[src/rtl/bcd_display_scanner_pkg.sv]
// rtl/bcd_display_scanner_pkg.sv - shared constants and helpers for the BCD display scanner
package bcd_display_scanner_pkg;

    localparam int BCD_W = 4;

    // Segment order is {g,f,e,d,c,b,a}, active-high.
    localparam logic [6:0] SEG_0    = 7'b0111111;
    localparam logic [6:0] SEG_1    = 7'b0000110;
    localparam logic [6:0] SEG_2    = 7'b1011011;
    localparam logic [6:0] SEG_3    = 7'b1001111;
    localparam logic [6:0] SEG_4    = 7'b1100110;
    localparam logic [6:0] SEG_5    = 7'b1101101;
    localparam logic [6:0] SEG_6    = 7'b1111101;
    localparam logic [6:0] SEG_7    = 7'b0000111;
    localparam logic [6:0] SEG_8    = 7'b1111111;
    localparam logic [6:0] SEG_9    = 7'b1101111;
    localparam logic [6:0] SEG_DASH = 7'b1000000;
    localparam logic [6:0] SEG_OFF  = 7'b0000000;

    // Counter width able to hold 0..n-1, never narrower than one bit.
    function automatic int idx_width(input int n);
        return (n <= 1) ? 1 : $clog2(n);
    endfunction

endpackage

[src/rtl/bcd_display_scanner_bcd_to_seg.sv]
// rtl/bcd_display_scanner_bcd_to_seg.sv - combinational BCD to 7-segment decoder with dash for codes 10-15
module bcd_to_seg
    import bcd_display_scanner_pkg::*;
(
    input  logic [BCD_W-1:0] bcd,
    output logic [6:0]       seg
);

    always_comb begin
        seg = SEG_DASH;
        case (bcd)
            4'd0:    seg = SEG_0;
            4'd1:    seg = SEG_1;
            4'd2:    seg = SEG_2;
            4'd3:    seg = SEG_3;
            4'd4:    seg = SEG_4;
            4'd5:    seg = SEG_5;
            4'd6:    seg = SEG_6;
            4'd7:    seg = SEG_7;
            4'd8:    seg = SEG_8;
            4'd9:    seg = SEG_9;
            default: seg = SEG_DASH;
        endcase
    end

endmodule

[src/rtl/bcd_display_scanner.sv]
// rtl/bcd_display_scanner.sv - snapshot a packed BCD value and scan it onto a multiplexed 7-segment display
module bcd_display_scanner
    import bcd_display_scanner_pkg::*;
#(
    parameter int DIGITS   = 4,
    parameter int PRESCALE = 1000,
    parameter int LZB      = 1
) (
    input  logic                      clock,
    input  logic                      reset,
    input  logic                      load_n,
    input  logic                      blank_n,
    input  logic [BCD_W*DIGITS-1:0]   digits_in,
    output logic [6:0]                seg_out,
    output logic [DIGITS-1:0]         digit_sel,
    output logic                      frame_done
);

    localparam int IDX_W = idx_width(DIGITS);
    localparam int PS_W  = idx_width(PRESCALE);
    localparam logic [IDX_W-1:0] LAST_IDX = IDX_W'(DIGITS - 1);
    localparam logic [PS_W-1:0]  LAST_PS  = PS_W'(PRESCALE - 1);

    logic [BCD_W*DIGITS-1:0] snapshot;
    logic [PS_W-1:0]         prescaler;
    logic [IDX_W-1:0]        index;

    logic [BCD_W-1:0]        cur_digit;
    logic [DIGITS-1:0]       sel_next;
    logic                    upper_zero;
    logic [6:0]              dec_seg;
    logic [6:0]              seg_next;
    logic                    ps_wrap;
    logic                    idx_wrap;

    // Select the current digit and check whether it and every more-significant digit are zero.
    always_comb begin
        cur_digit  = '0;
        sel_next   = '0;
        upper_zero = 1'b1;
        for (int i = 0; i < DIGITS; i++) begin
            if (index == IDX_W'(i)) begin
                cur_digit   = snapshot[BCD_W*i +: BCD_W];
                sel_next[i] = 1'b1;
            end
            if ((IDX_W'(i) >= index) && (snapshot[BCD_W*i +: BCD_W] != '0)) begin
                upper_zero = 1'b0;
            end
        end
    end

    bcd_to_seg u_bcd_to_seg (
        .bcd (cur_digit),
        .seg (dec_seg)
    );

    // Digit 0 always shows so a zero value still displays "0".
    always_comb begin
        seg_next = dec_seg;
        if ((LZB != 0) && (index != '0) && upper_zero) begin
            seg_next = SEG_OFF;
        end
    end

    assign ps_wrap  = (prescaler == LAST_PS);
    assign idx_wrap = ps_wrap && (index == LAST_IDX);

    always_ff @(posedge clock) begin
        if (reset) begin
            snapshot   <= '0;
            prescaler  <= '0;
            index      <= '0;
            seg_out    <= SEG_OFF;
            digit_sel  <= '0;
            frame_done <= 1'b0;
        end else begin
            if (!load_n) begin
                snapshot <= digits_in;
            end

            if (ps_wrap) begin
                prescaler <= '0;
                index     <= (index == LAST_IDX) ? '0 : index + 1'b1;
            end else begin
                prescaler <= prescaler + 1'b1;
            end
            frame_done <= idx_wrap;

            // Blanking only gates the pins; scanning keeps running underneath.
            if (!blank_n) begin
                seg_out   <= SEG_OFF;
                digit_sel <= '0;
            end else begin
                seg_out   <= seg_next;
                digit_sel <= sel_next;
            end
        end
    end

endmodule

[config.mk]
export PLATFORM = sky130hd
export DESIGN_NAME = bcd_display_scanner
export DESIGN_NICKNAME = d
export VERILOG_FILES = /design/src/rtl/bcd_display_scanner_pkg.sv /design/src/rtl/bcd_display_scanner_bcd_to_seg.sv /design/src/rtl/bcd_display_scanner.sv
export SDC_FILE = /design/constraint.sdc
export NUM_CORES = 1
export LEC_CHECK = 0
export BUFFER_PORTS_ARGS = -buffer_cell sky130_fd_sc_hd__buf_2
export CAP_MARGIN = 20
export CORE_MARGIN = 2
export CORE_UTILIZATION = 55
export CTS_CLUSTER_SIZE = 40
export DETAILED_ROUTE_END_ITERATION = 16
export GPL_TIMING_DRIVEN = 0
export PLACE_DENSITY = 0.76
export SKIP_LAST_GASP = 1
export SLEW_MARGIN = 20
export SYNTH_ARGS = -nofsm -noshare
export SYNTH_HDL_FRONTEND = slang
export SYNTH_SLANG_ARGS = --single-unit
[constraint.sdc]
create_clock -name clock -period 2.8 [get_ports clock]
set_clock_uncertainty 0.05 [all_clocks]
set_input_delay 0.28 -clock clock [delete_from_list [all_inputs] [get_ports clock]]
set_output_delay 0.28 -clock clock [all_outputs]
set_load 0.03 [all_outputs]
==> summary.txt, run 1 <==
STA
  – Final setup margin: 477 ps
  – Slew Limit Headroom: 51.7%
  – Final hold violation count: 0
  – Fmax: 0.431 GHz
  – Period utilisation layout: 82.9%
  – Final Setup Violations: 0
  – Final worst path period need: 2320 ps
  – Setup tns final: 0 ps
  – Final Slew Violations: 0
  – Worst hold margin: 98.1 ps
  – Worst Max-Slew Pin Slew: 720 ps
  – RSZ-0062 raised after global routing: false

Job
  – Total of max-cap violations: 0

Power and ir drop
  – Leak: 0.991 nW
  – Switching part of the total: 23.8%
  – Pwr Density: 568 mW/mm²
  – Psw: 292 µW
  – Clk pwr share: 37.2%
  – Max VDD drop: 418 µV
  – Logic pwr share: 12.5%
  – Reg power frac: 50.2%
  – P_int: 936 µW

Route
  – Via density: 5.10
  – Post-route ant nets: 0
  – WL/cell: 12.4 µm
  – # DRC: 0
  – First-pass DRT Iterations: 4
  – DR vias: 1,403
  – Routed wire length: 3.40 mm
  – DRT iter0 DRCs: 76

Place
  – Worst slack at placement: 499 ps
  – GPL Wtd Cong: 0.801
  – Placed cell count: 268
  – Port Buffer Count: 30
  – Detailed placement HPWL: 2.54 mm

Worst hold path
  – Worst hold path cell count: 3
  – Hold wc startpoint: digits_in[14]
  – WHS Endpoint: snapshot[14]
  – Hold Path Class: in -> reg

GRT
  – First-pass GRT wire length: 5.42 mm
  – Global route overflow: 0
  – Antenna violations before repair: 0
  – Vias in the first global route: 1,289
  – GR Util All Layers: 19.7%
  – Pin count of the biggest net entering global routing: 13

Status
  – Status: finished clean

Clocking
  – CTS tree: built
  – Max Buffers Root-to-Sink: 2
  – Sink Count: 40
  – # H-tree levels: 2
  – CTS root buf: clkbuf_4
  – Skew-Pair Late Insertion Delay: 350 ps
  – Worst-path clk slew: 120 ps
  – Hold-fix buffers, CTS: 0
  – CTS resizes: 0
  – Postcts setup bufs: 0
  – Num CTS Buffers: 5

Synth
  – Yosys reg bits: 40
  – Distinct cells, synth: 40
  – Top area cells in the synthesized netlist: dfxtp_1, mux2i_1, ha_1
  – Synth Warn #: 0
  – Syn Area/Cell: 9.66 µm²
  – Post-synthesis sequential area ratio: 43.2%
  – Gate Count Post-Synth: 192
  – Cell Area, Synth: 0.00186 mm²
  – Area leader, netlist: dfxtp_1
  – Syn nets: 225
  – Post-synth top area share: 43.2%

Final layout
  – Area Growth Syn to Fin: 16.5%
  – Post-Layout Cell Count: 275
  – # nets final: 262
  – # diodes: 0
  – FILL cells: 285
  – Share of cells above drive strength 1: 19.7%

Die
  – Core area: 0.00328 mm²
  – Initial core utilization: 56.5%
  – Die Area: 0.00385 mm²
  – Rows: 21
  – Die Wd: 62.1 µm
  – Die span in y: 62.1 µm
  – I/O pin count: 32

Critical path
  – Critical Path Sink Type: register
  – RR Startpoint: index[1]
  – Arrival @ worst endpoint: 2570 ps
  – Crit start category: register
  – Worst EP required: 3050 ps
  – Setup crit start: index[1]
  – CP delay by family, top: compound AO/OA/AOI/OAI gates
  – R2R setup slack: 480 ps
  – Crit path buf inv count: 3
  – Crit-path max FO: 10
  – Critical path class: reg -> reg
  – Ordered list of cells on the worst path: inv_1, ha_1, clkbuf_2, a211oi_1, a211o_1, inv_1, ha_1, mux2_2, a21oi_1
  – FF-to-FF path depth: 9
  – Slowest stage cell, crit path: dfxtp_1
  – R2R Path End: seg_out[6]
  – Slowest stage delay, CP: 440 ps
## worst max path at each step
stage | endpoint | slack (ps) | cells after the start
5_1_grt | seg_out[6] | 280 | 9
6_report | seg_out[6] | 480 | 9
3_3_place_gp | seg_out[6] | 550 | 9
3_5_place_dp | seg_out[6] | 500 | 9
4_1_cts | seg_out[6] | 460 | 9
2_1_floorplan | seg_out[6] | 780 | 9
## synth_stat cells, drive strengths merged
master and number:
nor3b 6, nor2 29, o211ai 1, a21o 1, mux2i 20, xnor2 5
clkbuf 4, nand2 6, dfxtp 40, inv 10, or3 1, nor3 3
xor2 3, nand4 2, nand3 3, nand2b 2, nor4 1, nand3b 4
o22ai 4, nor2b 3, a221oi 1, or2b 1, mux2 1, a21boi 1
o21ai 2, a211oi 5, ha 13, a221o 2, and2 5, a21oi 4
a211o 2, a32o 1, buf 3, or4 3
## registers in the layout, indices dropped and copies added (netlist names)
name and count:
prescaler 10, index 2, snapshot 16, digit_sel 4, frame_done 1, seg_out 7
## power by group through the flow
stage | Sequential [mW] | Clock [mW] | Combinational (mW)
2_1_floorplan | 0.658 | 0 | 0.0792
3_3_place_gp | 0.630 | 0 | 0.151
3_5_place_dp | 0.630 | 0 | 0.155
4_1_cts | 0.617 | 0.467 | 0.155
5_1_grt | 0.622 | 0.483 | 0.172
6_report | 0.617 | 0.457 | 0.154
## metal layers
| metal | track usage [%] | part of all wire [%] | vias up |
|---|---|---|---|
| li1 | - | - | 737 |
| met1 | 22.3 | 45 | 632 |
| met5 | 0 | 0 | - |
| met2 | 34.1 | 49 | 28 |
| met3 | 6.21 | 4.4 | 6 |
| met4 | 8.21 | 1.8 | 0 |
## logic make-up (layout without fill, tap and decap cells)
family / count (synthesis) / after routing / synth area share (%)
AND/OR/NAND/NOR: 69 / 69 / 19.6
flip-flops: 40 / 40 / 43.2
AO/OA/AOI/OAI: 24 / 24 / 9.44
multiplexers: 21 / 21 / 11.4
buffers and inverters: 17 / 54 / 3.84
adder cells (fa/ha/maj): 13 / 13 / 8.77
XOR/XNOR: 8 / 8 / 3.78
## placed cells by master (no fill, tap or decap), drive strengths merged, types with 5 or more instances in the layout
| cell | n |
|---|---|
| xnor2 | 5 |
| a211oi | 5 |
| clkbuf | 9 |
| dfxtp | 40 |
| ha | 13 |
| nor3b | 6 |
| inv | 10 |
| nand2 | 6 |
| and2 | 5 |
| buf | 33 |
| mux2i | 20 |
| nor2 | 29 |
## stage by stage
step	total power [mW]	util, %	cell area, µm²
finish	1.23	65.8	2160
global route	1.28	65.8	2160
CTS	1.24	65.8	2160
detailed placement	0.784	62.8	2060
global placement	0.781	62.8	2060
floorplan	0.737	-	1860
## worst min-delay path, delay by kind of cell
kind                   cells  cell delay, ps
buffers and inverters      1              70
and+or+nand+nor            1              70
muxes                      1              50
## final cells by class
| cell class | count | area, µm² | share of cell area [%] |
|---|---|---|---|
| plain buffers | 7 | 33.8 | 1.56 |
| clock buffers | 5 | 37.5 | 1.74 |
| clock inverters | 2 | 60.1 | 2.78 |
| inverters | 10 | 37.5 | 1.74 |
| multi-input cells | 135 | 983 | 45.5 |
| flip-flops and latches | 40 | 801 | 37.1 |
| well taps | 46 | 57.6 | 2.66 |
| repair buffers | 30 | 150 | 6.95 |
Note: power is estimated with default switching activity, not from simulation.
==> inputs of run 2 (changes only) <==
==> constraint.sdc (replaced) <==
create_clock -name clock -period 2.35 [get_ports clock]
set_clock_uncertainty 0.05 [all_clocks]
set_input_delay 0.235 -clock clock [delete_from_list [all_inputs] [get_ports clock]]
set_output_delay 0.235 -clock clock [all_outputs]
set_load 0.03 [all_outputs]
==> run 2 against run 1 <==
Clock power grew 19%. Via count shrank 0.50%. Sequential share of layout area shrank 0.13 points. First-iteration DRC count grew 17%. Worst hold slack lost 45 ps. Worst setup slack lost 320 ps. Routed wire length shrank 0.32%. Design area grew 0.52%. Clock-buffer cell count is the same. Maximum frequency grew 5.9%. Highest routed layer unchanged.
==> summary.txt, run 2 (same netlist as run 1, synthesis figures left out) <==
STA
  – Final setup margin: 156 ps
  – Slew Limit Headroom: 69.5%
  – Final Setup Violations: 0
  – Period utilisation layout: 93.4%
  – Fmax: 0.456 GHz
  – Final Slew Violations: 0
  – Final hold violation count: 0
  – Final worst path period need: 2190 ps
  – Worst hold margin: 52.8 ps
  – Setup tns final: 0 ps
  – RSZ-0062 raised after global routing: false
  – Worst Max-Slew Pin Slew: 458 ps

Worst hold path
  – Hold wc startpoint: digits_in[14]
  – Hold Path Class: in -> reg
  – WHS Endpoint: snapshot[14]
  – Worst hold path cell count: 3

Place
  – GPL Wtd Cong: 0.801
  – Detailed placement HPWL: 2.54 mm
  – Port Buffer Count: 30
  – Placed cell area: 0.00206 mm²
  – Worst slack at placement: 49.2 ps

Final layout
  – Most common cell after layout, fill and taps aside: dfxtp_1
  – # diodes: 0
  – Max FFs per register: 16
  – # nets final: 262
  – Most frequent cells in the layout: dfxtp_1, buf_2, nor2_1
  – FILL cells: 284
  – Share of cells above drive strength 1: 21.8%
  – Post-route cell area: 0.00217 mm²
  – Footprint of the multi-input gates: 993 µm²
  – Largest registers: snapshot (16), prescaler (10), seg_out (7)
  – Top reg by flops: snapshot
  – Area Growth Syn to Fin: 17.1%
  – Seq. cell area: 802 µm²

Critical path
  – Worst EP required: 2600 ps
  – Crit-path max FO: 9
  – R2R setup slack: 160 ps
  – Crit start category: register
  – Arrival @ worst endpoint: 2440 ps
  – Critical path class: reg -> reg
  – R2R Path End: seg_out[6]
  – FF-to-FF path depth: 8
  – RR Startpoint: index[0]
  – Critical Path Sink Type: register

GRT
  – Pin count of the biggest net entering global routing: 13
  – First-pass GRT wire length: 5.42 mm
  – GR Util All Layers: 19.7%
  – Vias in the first global route: 1,289
  – Antenna violations before repair: 0
  – Global route overflow: 0

Route
  – Via density: 5.08
  – DR vias: 1,396
  – DRT iter0 DRCs: 89
  – Routed wire length: 3.39 mm
  – Post-route ant nets: 0
  – WL/cell: 12.3 µm
  – # DRC: 0
  – First-pass DRT Iterations: 4

Clocking
  – Skew-Pair Late Insertion Delay: 350 ps
  – Postcts setup bufs: 0
  – Num CTS Buffers: 5
  – Sink Count: 40
  – Hold-fix buffers, CTS: 0
  – CTS tree: built
  – # H-tree levels: 2
  – CTS root buf: clkbuf_4
  – Worst-path clk slew: 120 ps
  – Max Buffers Root-to-Sink: 2

Die
  – Die span in y: 62.1 µm
  – Initial core utilization: 56.5%
  – Die Wd: 62.1 µm
  – Die Area: 0.00385 mm²
  – I/O pin count: 32
  – Rows: 21
  – Core area: 0.00328 mm²

Power and ir drop
  – Pwr Density: 673 mW/mm²
  – Leak: 0.991 nW
  – Final total power: 1.46 mW
  – Max VDD drop: 498 µV

Job
  – Total of max-cap violations: 0

Status
  – Status: finished clean
run 2: layout make-up:
| type | instances | area share, % |
|---|---|---|
| Multi-Input combinational cell | 135 | 45.7 |
| Sequential cell | 40 | 36.9 |
| Timing Repair Buffer | 30 | 6.91 |
| Clock inverter | 2 | 2.76 |
| Tap cell | 46 | 2.65 |
| Clock buffer | 5 | 1.73 |
| Inverter | 10 | 1.73 |
| Buffer | 7 | 1.56 |
run 2: timing repair:
| action | in CTS | in global routing |
|---|---|---|
| gates resized for setup | 0 | 5 |
| endpoints found under the setup margin | 0 | 6 |
| hold endpoints to repair | 0 | 0 |
run 2: worst max path at each step:
stage	from	to	slack (ps)	cells after the start
global placement	index[1]	seg_out[6]	100	9
finish	index[0]	seg_out[6]	160	8
global route	index[0]	seg_out[6]	10	8
floorplan	index[1]	seg_out[6]	330	9
CTS	index[1]	seg_out[6]	9	9
detailed placement	index[1]	seg_out[6]	50	9
run 2: worst max-delay path: stages (launching register included):
cell,delay (ps)
dfxtp_1,460
inv_1,90
ha_1,310
a211oi_1,270
a211o_2,270
inv_1,120
ha_1,190
mux2_2,250
a21oi_1,130
run 2: stage by stage:
stage                     std cells  utilization (%)
after global placement          268             62.8
final                           275             66.1
after global routing            275             66.1
after CTS                       275             65.8
after floorplan                 192                -
after detailed placement        268             62.8
run 2: routing by layer:
layer / track usage [%] / wire, µm / up-vias
li1: - / - / 736
met1: 22.3 / 1520 / 629
met2: 34.1 / 1670 / 25
met3: 6.21 / 142 / 6
met4: 8.21 / 60 / 0
met5: 0 / 0 / -
run 2: report_power, final:
group	internal, mW	leakage (nW)	total [mW]	switching (mW)
logic	0.0735	0.611	0.184	0.111
registers	0.716	0.329	0.734	0.0181
clock network	0.326	0.0513	0.544	0.218
total	1.12	0.991	1.46	0.347
==> inputs of run 3 (changes only) <==
--- a/config.mk
+++ b/config.mk
@@ -9,6 +9,7 @@
 export CAP_MARGIN = 20
 export CORE_MARGIN = 2
 export CORE_UTILIZATION = 55
+export CTS_BUF_LIST = sky130_fd_sc_hd__clkbuf_16
 export CTS_CLUSTER_SIZE = 40
 export DETAILED_ROUTE_END_ITERATION = 16
 export GPL_TIMING_DRIVEN = 0
==> run 3 against run 2 <==
Combinational power is essentially flat. Die area stayed put. Register-to-register slack is essentially flat. Sequential power barely moved. Largest cell class unchanged. Worst hold slack improved by 81 ps. Clock power grew 57%. Maximum frequency is 0.30% higher. Largest power group is now clock.
==> summary.txt, run 3 (same netlist as run 1, synthesis figures left out) <==
Status
  – Status: finished clean

Die
  – Core area: 0.00328 mm²
  – Die Wd: 62.1 µm
  – Die span in y: 62.1 µm
  – Rows: 21
  – I/O pin count: 32
  – Initial core utilization: 56.5%
  – Die Area: 0.00385 mm²

Final layout
  – Largest registers: snapshot (16), prescaler (10), seg_out (7)
  – Most common cell after layout, fill and taps aside: dfxtp_1
  – Top reg by flops: snapshot
  – Area Growth Syn to Fin: 21.8%
  – # nets final: 262
  – # diodes: 0
  – Most frequent cells in the layout: dfxtp_1, buf_2, nor2_1
  – Max FFs per register: 16
  – Share of cells above drive strength 1: 21.8%
  – Post-Layout Cell Count: 275
  – Post-route cell area: 0.00226 mm²

Power and ir drop
  – Max VDD drop: 568 µV
  – Pwr Density: 786 mW/mm²
  – Leak: 1.03 nW

Clocking
  – Num CTS Buffers: 5
  – Postcts setup bufs: 0
  – Max Buffers Root-to-Sink: 2
  – CTS root buf: clkbuf_16
  – Hold-fix buffers, CTS: 0
  – CTS tree: built
  – Skew-Pair Late Insertion Delay: 280 ps
  – # H-tree levels: 2
  – Sink Count: 40
  – Worst-path clk slew: 60 ps

Route
  – First-pass DRT Iterations: 4
  – DR vias: 1,425
  – # DRC: 0
  – Routed wire length: 3.62 mm
  – Post-route ant nets: 0
  – Via density: 5.18
  – DRT iter0 DRCs: 64
  – WL/cell: 13.2 µm

STA
  – Final Setup Violations: 0
  – Worst Max-Slew Pin Slew: 468 ps
  – Final hold violation count: 0
  – Final worst path period need: 2190 ps
  – Period utilisation layout: 93.1%
  – Fmax: 0.457 GHz
  – Final Slew Violations: 0
  – Slew Limit Headroom: 68.8%
  – Worst hold margin: 134 ps
  – Final setup margin: 163 ps

Critical path
  – Critical Path Sink Type: register
  – Crit start category: register
  – Arrival @ worst endpoint: 2290 ps
  – Critical path class: reg -> reg
  – Crit-path max FO: 10
  – Worst EP required: 2450 ps
  – R2R setup slack: 160 ps
  – FF-to-FF path depth: 9
  – RR Startpoint: index[0]
  – R2R Path End: seg_out[3]

Job
  – Total of max-cap violations: 0

Place
  – Detailed placement HPWL: 2.54 mm
  – Placed cell area: 0.00206 mm²
  – Worst slack at placement: 49.2 ps
  – GPL Wtd Cong: 0.801
  – Port Buffer Count: 30
  – Placed cell count: 268

GRT
  – First-pass GRT wire length: 5.76 mm
  – Antenna violations before repair: 0
  – Global route overflow: 0
  – GR Util All Layers: 20.9%
  – Vias in the first global route: 1,362
  – Pin count of the biggest net entering global routing: 13

Worst hold path
  – WHS Endpoint: snapshot[8]
  – Worst hold path cell count: 3
  – Hold Path Class: in -> reg
  – Hold wc startpoint: digits_in[8]
run 3: changes by cell type in the layout (fill, tap and decap cells not counted):
cell and change:
clkbuf_16 +5, clkbuf_4 -5
run 3: worst max-delay path by stage:
stage                     slack (ps)         end  cells past startpoint  startpoint
after detailed placement          50  seg_out[6]                      9    index[1]
after global placement           100  seg_out[6]                      9    index[1]
after global routing              -7  seg_out[6]                      8    index[0]
after CTS                         20  seg_out[6]                      9    index[1]
after floorplan                  330  seg_out[6]                      9    index[1]
final                            160  seg_out[3]                      9    index[0]
run 3: what timing repair did:
item | 4_1_cts | 5_1_grt
setup endpoints to repair | 0 | 6
hold endpoints to repair | 0 | 0
gates resized for setup | 0 | 5
run 3: layer usage:
| metal | global-route usage [%] | vias up | wire [µm] |
|---|---|---|---|
| met4 | 8.21 | 0 | 60 |
| met1 | 22.9 | 661 | 1570 |
| met2 | 37.4 | 23 | 1850 |
| met5 | 0 | - | 0 |
| met3 | 6.21 | 6 | 138 |
| li1 | - | 735 | - |
run 3: layout make-up:
type                    instances  area [µm²]
inverters                      10        37.5
fillers                       272        1020
multi-input cells             135         993
plain buffers                   7        33.8
clock buffers                   5         125
well taps                      46        57.6
repair buffers                 30         150
flip-flops and latches         40         802
clock inverters                 2        60.1
run 3: power breakdown:
group / internal, mW / switching (mW) / total, mW
Sequential: 0.717 / 0.0190 / 0.736
Clock: 0.602 / 0.251 / 0.853
Combinational: 0.0736 / 0.112 / 0.186
Total: 1.39 / 0.382 / 1.77
run 3: per-stage QoR:
stage | setup TNS [ps] | util, % | total power, mW
floorplan | 0 | - | 0.878
global placement | 0 | 62.8 | 0.931
detailed placement | 0 | 62.8 | 0.935
global route | -7.22 | 68.8 | 1.84
finish | 0 | 68.8 | 1.78
CTS | 0 | 68.5 | 1.79
run 3: critical path: stages, from the launching register on:
cell      delay, ps
dfxtp_1         430
ha_2            290
buf_4           190
a211oi_1         60
a221o_2         440
inv_1           130
ha_1            150
inv_1            30
mux2i_1         180
o22ai_1         100
